[config.mk]
export PLATFORM = sky130hd
export DESIGN_NAME = bound_flasher_prog
export DESIGN_NICKNAME = d
export VERILOG_FILES = /design/src/rtl/bound_flasher_prog.sv
export SDC_FILE = /design/constraint.sdc
export NUM_CORES = 1
export LEC_CHECK = 0
export ABC_AREA = 1
export BUFFER_PORTS_ARGS = -buffer_cell sky130_fd_sc_hd__buf_4
export CAP_MARGIN = 10
export CORE_MARGIN = 8
export CORE_UTILIZATION = 30
export CTS_CLUSTER_SIZE = 20
export DETAILED_ROUTE_END_ITERATION = 6
export GPL_TIMING_DRIVEN = 0
export SYNTH_ARGS = -nofsm -noshare
export SYNTH_HDL_FRONTEND = slang
export SYNTH_SLANG_ARGS = --single-unit
[constraint.sdc]
create_clock -name clk -period 9.3 [get_ports clk]
set_input_delay 0.465 -clock clk [delete_from_list [all_inputs] [get_ports clk]]
set_output_delay 0.465 -clock clk [all_outputs]
set_load 0.01 [all_outputs]
[src/rtl/bound_flasher_prog.sv]
// Programmable bound flasher: walks a thermometer LED bar through a loadable
// table of bound targets, with step-rate divider, loop mode and kick-back.
module bound_flasher_prog #(
    parameter int N_LED   = 16,
    parameter int SEG_MAX = 8,
    parameter int DIV_W   = 8,
    parameter int CNT_W   = $clog2(N_LED + 1),
    parameter int SEG_W   = $clog2(SEG_MAX)
) (
    input  logic             clk,
    input  logic             rst,
    input  logic             flick,
    input  logic             cfg_we,
    input  logic [SEG_W-1:0] cfg_addr,
    input  logic [CNT_W-1:0] cfg_bound,
    input  logic             cfg_nseg_we,
    input  logic [SEG_W:0]   cfg_nseg,
    input  logic             cfg_loop,
    input  logic [DIV_W-1:0] tick_div,
    output logic [N_LED-1:0] LED,
    output logic             busy,
    output logic [SEG_W-1:0] seg_idx,
    output logic             done
);

    typedef enum logic [0:0] {IDLE = 1'b0, RUN = 1'b1} state_t;

    localparam logic [CNT_W-1:0] LED_MAX  = CNT_W'(N_LED);
    localparam logic [SEG_W:0]   NSEG_MAX = (SEG_W + 1)'(SEG_MAX);
    localparam logic [SEG_W:0]   NSEG_RST = (SEG_W + 1)'((SEG_MAX < 6) ? SEG_MAX : 6);

    // Power-up bound table, clamped to the bar length.
    function automatic logic [CNT_W-1:0] def_bound(input int idx);
        int v;
        case (idx)
            0:       v = 16;
            1:       v = 5;
            2:       v = 11;
            4:       v = 6;
            default: v = 0;
        endcase
        if (v > N_LED) begin
            v = N_LED;
        end
        return CNT_W'(v);
    endfunction

    state_t             state_r, state_s;
    logic [CNT_W-1:0]   level_r, level_s;
    logic [SEG_W-1:0]   seg_s;
    logic [DIV_W-1:0]   div_r, div_s;
    logic               done_s;
    logic               flick_r;
    logic [CNT_W-1:0]   bound_tbl_r [SEG_MAX];
    logic [SEG_W:0]     nseg_r;
    logic               loop_r;

    logic               rise_s, step_s, kick_s, at_target_s, is_last_s, is_down_s;
    logic [CNT_W-1:0]   target_s, prev_s;
    logic [SEG_W-1:0]   prev_idx_s;

    assign rise_s      = flick & ~flick_r;
    assign prev_idx_s  = seg_idx - SEG_W'(1);
    assign target_s    = bound_tbl_r[seg_idx];
    assign prev_s      = bound_tbl_r[prev_idx_s];
    assign at_target_s = (level_r == target_s);
    assign is_down_s   = (seg_idx != '0) && (target_s < prev_s);
    assign is_last_s   = ({1'b0, seg_idx} == (nseg_r - (SEG_W + 1)'(1)));
    assign step_s      = (div_r == tick_div);
    assign kick_s      = (state_r == RUN) && rise_s && is_down_s && !is_last_s && at_target_s;
    assign busy        = (state_r == RUN);

    // Next-state: kick-back outranks the divider step; targets reached cost one step.
    always_comb begin
        state_s = state_r;
        level_s = level_r;
        seg_s   = seg_idx;
        div_s   = div_r;
        done_s  = 1'b0;
        case (state_r)
            IDLE: begin
                level_s = '0;
                seg_s   = '0;
                div_s   = '0;
                if (rise_s) begin
                    state_s = RUN;
                end else begin
                    state_s = IDLE;
                end
            end
            RUN: begin
                div_s = step_s ? '0 : div_r + DIV_W'(1);
                if (kick_s) begin
                    seg_s   = prev_idx_s;
                    level_s = (level_r == LED_MAX) ? level_r : level_r + CNT_W'(1);
                    div_s   = '0;
                end else if (step_s) begin
                    if (level_r < target_s) begin
                        level_s = level_r + CNT_W'(1);
                    end else if (level_r > target_s) begin
                        level_s = level_r - CNT_W'(1);
                    end else if (!is_last_s) begin
                        seg_s = seg_idx + SEG_W'(1);
                    end else if (loop_r) begin
                        seg_s = '0;
                    end else begin
                        state_s = IDLE;
                        level_s = '0;
                        seg_s   = '0;
                        done_s  = 1'b1;
                    end
                end else begin
                    level_s = level_r;
                end
            end
            default: begin
                state_s = IDLE;
                level_s = '0;
                seg_s   = '0;
                div_s   = '0;
            end
        endcase
    end

    // Run state, level, segment, divider and button history registers.
    always_ff @(posedge clk) begin
        if (rst) begin
            state_r <= IDLE;
            level_r <= '0;
            seg_idx <= '0;
            div_r   <= '0;
            done    <= 1'b0;
            flick_r <= 1'b0;
        end else begin
            state_r <= state_s;
            level_r <= level_s;
            seg_idx <= seg_s;
            div_r   <= div_s;
            done    <= done_s;
            flick_r <= flick;
        end
    end

    // Configuration: only writable while idle, values clamped on the way in.
    always_ff @(posedge clk) begin
        if (rst) begin
            for (int i = 0; i < SEG_MAX; i++) begin
                bound_tbl_r[i] <= def_bound(i);
            end
            nseg_r <= NSEG_RST;
            loop_r <= 1'b0;
        end else if (state_r == IDLE) begin
            for (int i = 0; i < SEG_MAX; i++) begin
                if (cfg_we && (cfg_addr == SEG_W'(i))) begin
                    bound_tbl_r[i] <= (cfg_bound > LED_MAX) ? LED_MAX : cfg_bound;
                end
            end
            if (cfg_nseg_we) begin
                if (cfg_nseg == '0) begin
                    nseg_r <= (SEG_W + 1)'(1);
                end else if (cfg_nseg > NSEG_MAX) begin
                    nseg_r <= NSEG_MAX;
                end else begin
                    nseg_r <= cfg_nseg;
                end
                loop_r <= cfg_loop;
            end
        end
    end

    // Thermometer decode of the registered level.
    always_comb begin
        LED = '0;
        for (int i = 0; i < N_LED; i++) begin
            LED[i] = (level_r > CNT_W'(i));
        end
    end

endmodule

-- Word level (Yosys, flattened, before mapping)
Memory sizes are Yosys's and may differ from the RTL's. A register that Yosys moved wholly into a read port is not among the register bits.
Index checks and enable logic that the tools add are counted.
- flip-flop bits (word level): 24
- RAM bits: 40
- output and inout bits: 21
- memories kept: 1
- add/sub/neg operators: 6
- $lt $le $gt $ge: 26
- eq/ne operators: 17
- multiplexer cells: 88
- bitwise operators: 13
- reductions and logical operators: 21
- memory list (name ; depth ; bits a word ; rd ports ; clocked after memory_dff ; wr ports ; line ; text):
    bound_tbl_r ; 8 ; 5 ; 2 ; 1 ; 8 ; 54 ; logic [CNT_W-1:0] bound_tbl_r [SEG_MAX];
- operators with widths (cell ; number):
    $gt 32x6->1 const B ; 5
    $mux 32 ; 5
    $mux 5 ; 26
    $mux 1 ; 42
    $gt 5x4->1 const B ; 8
    $mux 3 ; 7
    $gt 5x3->1 const B ; 4
    $mux 8 ; 2
    $pmux 8 s2 ; 1
    $logic_and 1x1->1 ; 13
    $eq 3x3->1 const B ; 4
    $gt 5x1->1 const B ; 2
    $gt 5x2->1 const B ; 2
    $lt 5x5->1 ; 2
    $pmux 5 s2 ; 1
    $ne 3x3->1 const B ; 3
    $add 8x1->8 const B ; 1
    $eq 8x8->1 ; 1
    $mux 4 ; 2
    $or 1x1->1 ; 8
    $reduce_or 7->1 ; 1
    $eq 3x2->1 const B ; 2
    $pmux 3 s2 ; 1
    $add 5x1->5 const B ; 1
    24 further kinds ; 27

-- Depth between registers and ports, before layout
An unclocked memory read counts as a cell.
- word-level depth: 11
- gate-level depth with buffers: 23

-- Least setup slack after synthesis
No wires, ideal clock.
- path type: reg2reg
- from: register seg_idx[0]
- to: register with a tool-made name
- setup time: 0.121 ns
- data arrival time: 3.098 ns
- setup slack: 6.081 ns
- cell stages (with the launch flop): 22
- buffers on the path: 5
- period minus slack after synthesis: 3.219 ns
- cell sequence: dfxtp_1 > buf_4 > inv_2 > buf_6 > ha_1 > clkbuf_1 > clkbuf_1 > o21ai_0 > o21ai_0 > o21ai_0 > ha_1 > nand2_1 > inv_1 > nand3_1 > nand4_2 > nor2_4 > nand2_2 > buf_6 > nand2_1 > nor2_1 > nor2_1 > a21oi_1
- RTL lines (what ; line ; text):
    from (decl) ; 22 ; output logic [SEG_W-1:0] seg_idx,
    from (signal assigned) ; 137 ; seg_idx <= seg_s;

-- Final worst setup path
- from: register seg_idx[0]
- to: register seg_idx[1]
- cells in the longest elaborated chain, start to end: 9
- elaborated cells between the ends (all ways): 21
- those cells by class: add/sub: 2; order compare: 1; eq/ne: 4; mux: 6; reduce/logical: 7; memory: 1
- ends and longest elaborated chain (what ; line ; text):
    $sub 3x1->3 ; 63 ; assign prev_idx_s = seg_idx - SEG_W'(1);
    $mem_v2 8x5 ; - ;
    $lt 5x5->1 ; 67 ; assign is_down_s = (seg_idx != '0) && (target_s < prev_s);
    $logic_and 1x1->1 ; 67 ;
    $logic_and 1x1->1 (3 in series) ; 70 ; assign kick_s = (state_r == RUN) && rise_s && is_down_s && !is_last_s && at_target_s;
    $ne 3x3->1 (no line), or another cell as far along ; - ;
    $reduce_and 3->1 (no line) or $pmux 3 s2 (tied branches) ; - ;
Several ways; a longest one is shown, not always the timed one. The select of a mux whose other input is x is not followed.
A chain may end at the register's enable or synchronous reset.

==> metrics.csv <==
stage,metric,value,unit
outcome,outcome,"complete, no violations",
timing,final hold violations,0,
die,Initial Util,30.35,%
global_route,first-pass GRT wire length,18220,um
routing,Vias,3996,
clock_tree,Clock Sinks,67,
setup_path,Startpoint Class,flip-flop,
cells_and_area,P&R area growth vs syn,18.97,%
synth,Synth Net Count,653,
flow_run,Max-Cap Viols,0,
die,DIE AREA,18650,um^2
placement,pre-CTS setup slack,5.426,ns
routing,First-pass DRT Iterations,5,
synth,#FFs+latches synth,67,
global_route,Global Route Usage Sum,12.43,%
timing,fin. max-slew vios,0,
synth,simple-gate share of the synthesized area,26.20,%
timing,post-route minimum period,3.933,ns
routing,DR vias/cell,4.696,
timing,Max-slew headroom,38.25,%
clock_tree,hold buffer count at cts,0,
setup_path,crit path max fanout,11,
synth,Syn Inst Count,607,
clock_tree,# H-tree levels,3,
die,core area,14370,um^2
synth,post-synthesis sequential area ratio,39.94,%
setup_path,critical path class,flip-flop to flip-flop,
synth,predominant post-synthesis flop cell,edfxtp_1,
die,Die X,136.6,um
die,num ports,47,
die,row cnt,44,
global_route,number of global-route vias before repair,3663,
setup_path,WP data required,9.51,ns
global_route,pin count of the biggest net entering global routing,12,
synth,post-synthesis mux area share,0,%
clock_tree,clock buffer depth,2,
clock_tree,"CTS clk-pin slew, worst paths",0.05,ns
synth,YS warnings,0,
synth,largest family of logic cells by synthesized area,simple AND/OR/NAND/NOR gates,
clock_tree,TritonCTS clock tree,yes,
routing,Routed Antenna Nets,0,
timing,RSZ-0062 raised after global routing,no,
setup_path,Crit path arrival time,4.14,ns
timing,Worst-Margin Slew,0.9166,ns
timing,Clock Skew,0.003574,ns
synth,Post-synth EDFFs,40,
routing,DRC errors left,0,
synth,xor-xnor portion of the synthesized cell area,3.214,%
synth,adder-cell share of the synthesized area,5.739,%
placement,Port Buffer Count,45,
cells_and_area,Final #Nets,709,
cells_and_area,Antenna diodes,0,
routing,routed len/inst,13.44,um
timing,# setup viols final,0,
placement,Final Wtd Congestion,0.8537,
timing,Peak Freq,254.2,MHz
clock_tree,# Post-CTS Setup Buffers,0,
clock_tree,clk_lat worst skew,0.33,ns
die,Die H,136.6,um
power,Max rail drop VDD,0.1369,mV
placement,DP Wirelength,8875,um
global_route,total gr overflow,0,
synth,share of the synthesized area in the top cell type,27.55,%
setup_path,CP Capture Type,flip-flop,
hold_path,Hold Path Class,input pin to flip-flop,
synth,Synth Cell Area,4360,um^2
synth,"area leader, netlist",edfxtp_1,
clock_tree,PostCTS Resize Cnt,0,
routing,DRT iter0 DRCs,290,
timing,fin crit share,42.29,%
clock_tree,CTS buffer count,9,
timing,final worst slack,5.367,ns
synth,Synth async-reset ratio,0,%
timing,Sum Neg Setup Slack,0,ns
clock_tree,CTS root buffer,clkbuf_16,
power,Cell Pwr Density,162.9,nW/um^2
power,leakage power,2.350,nW
synth,Compound-Gate Fraction of Synth Area,14.20,%
synth,Mapped Avg Cell Area,7.184,um^2
synth,top post-synthesis cells by area,"edfxtp_1, dfxtp_1, nand2_1",
global_route,initial antenna violation count,0,
synth,Synth cell types,37,
cells_and_area,fraction of layout cells with a size suffix above 1,12.29,%
routing,final WL,11440,um
power by group:
part           switching (mW)  total (mW)  internal, mW  leakage [nW]
combinational           0.130       0.208        0.0779          1.61
clock                   0.122       0.298         0.176         0.124
sequential             0.0102       0.339         0.329         0.612
total                   0.262       0.845         0.583          2.35
final cells by class:
type                       count  area (um^2)
fill                        1505         9181
timing repair buffer          45        337.8
tap                          184        230.2
inverter                      98        367.9
sequential                    67         1742
clock inverter                 6        33.78
multi-input combinational    423         2152
buffer                        19        98.84
clock buffer                   9        225.2
state kept, by name, indices dropped and copies added (netlist names), 3 cells and up, named ones only:
| signal | count |
|---|---|
| div_r | 8 |
| nseg_r | 4 |
| level_r | 5 |
| seg_idx | 3 |
| bound_tbl_r | 40 |
per-stage QoR:
stage | util (%) | total power, mW | hold slack (ns) | instance area, um^2 | instances
after floorplan | - | 0.4842 | 0.4292 | 4360 | 607
after CTS | 36.10 | 0.8534 | 0.3498 | 5187 | 851
after detailed placement | 34.30 | 0.5539 | 0.4499 | 4928 | 836
after global routing | 36.10 | 0.8972 | 0.3827 | 5187 | 851
final | 36.10 | 0.8452 | 0.3575 | 5187 | 851
after global placement | 34.30 | 0.5522 | 0.4422 | 4928 | 836
placed cells by master (no fill, tap or decap), types with 3 or more instances in the layout:
master	count
nand2_2	4
clkbuf_1	11
nor2_1	98
nor3_1	3
inv_1	94
nand4_1	6
nand2_1	117
nand3_1	30
clkinv_2	3
xor2_1	10
clkbuf_16	9
o21ai_0	66
buf_2	4
a21oi_1	34
dfxtp_1	27
o211ai_1	6
inv_2	3
edfxtp_1	40
xnor2_1	6
ha_1	20
o21ai_1	5
buf_4	47
metal layers:
| layer | part of all wire (%) | GRT usage, % | wire (um) |
|---|---|---|---|
| met1 | 47 | 16.16 | 5343 |
| met5 | 0 | 0 | 0 |
| met3 | 5.2 | 2.313 | 595 |
| met2 | 47 | 20.27 | 5337 |
| met4 | 1.4 | 4.149 | 160 |
final timing paths:
kind                            slack (ns)        from  depth (start not counted)         end
worst min-delay path                  0.36       flick                          3     flick_r
worst max register to register        5.37  seg_idx[0]                         21  seg_idx[1]
worst max-delay path                  5.37  seg_idx[0]                         21  seg_idx[1]
worst min register to register        0.45      loop_r                          2      loop_r
synthesized netlist by cell type (2+ instances only):
cell	number
nand2_1	117
nor2_1	98
inv_1	94
o21ai_0	66
edfxtp_1	40
a21oi_1	34
nand3_1	30
dfxtp_1	27
ha_1	20
clkbuf_1	11
xor2_1	10
nand4_1	6
o211ai_1	6
xnor2_1	6
o21ai_1	5
buf_2	4
nand2_2	4
inv_2	3
nor3_1	3
buf_4	2
buf_6	2
nand3_2	2
nand3b_1	2
o31a_1	2
critical path: stages, from the launching register on:
cell	delay, ns
dfxtp_1	0.37
buf_4	0.18
inv_2	0.05
buf_6	0.14
ha_1	0.34
clkbuf_1	0.39
clkbuf_1	0.46
o21ai_0	0.16
o21ai_0	0.22
o21ai_0	0.11
ha_1	0.28
nand2_1	0.09
inv_1	0.05
nand3_1	0.07
nand4_2	0.12
nor2_4	0.19
nand2_2	0.10
buf_6	0.15
nand2_1	0.08
nor2_1	0.04
nor2_1	0.14
a21oi_1	0.08
cells by family after synthesis:
family,count (synthesis)
compound gates,117
fa+ha+maj,20
xor+xnor,16
flops,67
simple gates,270
buf+inv,117
Power figures use the tool's default switching activity.
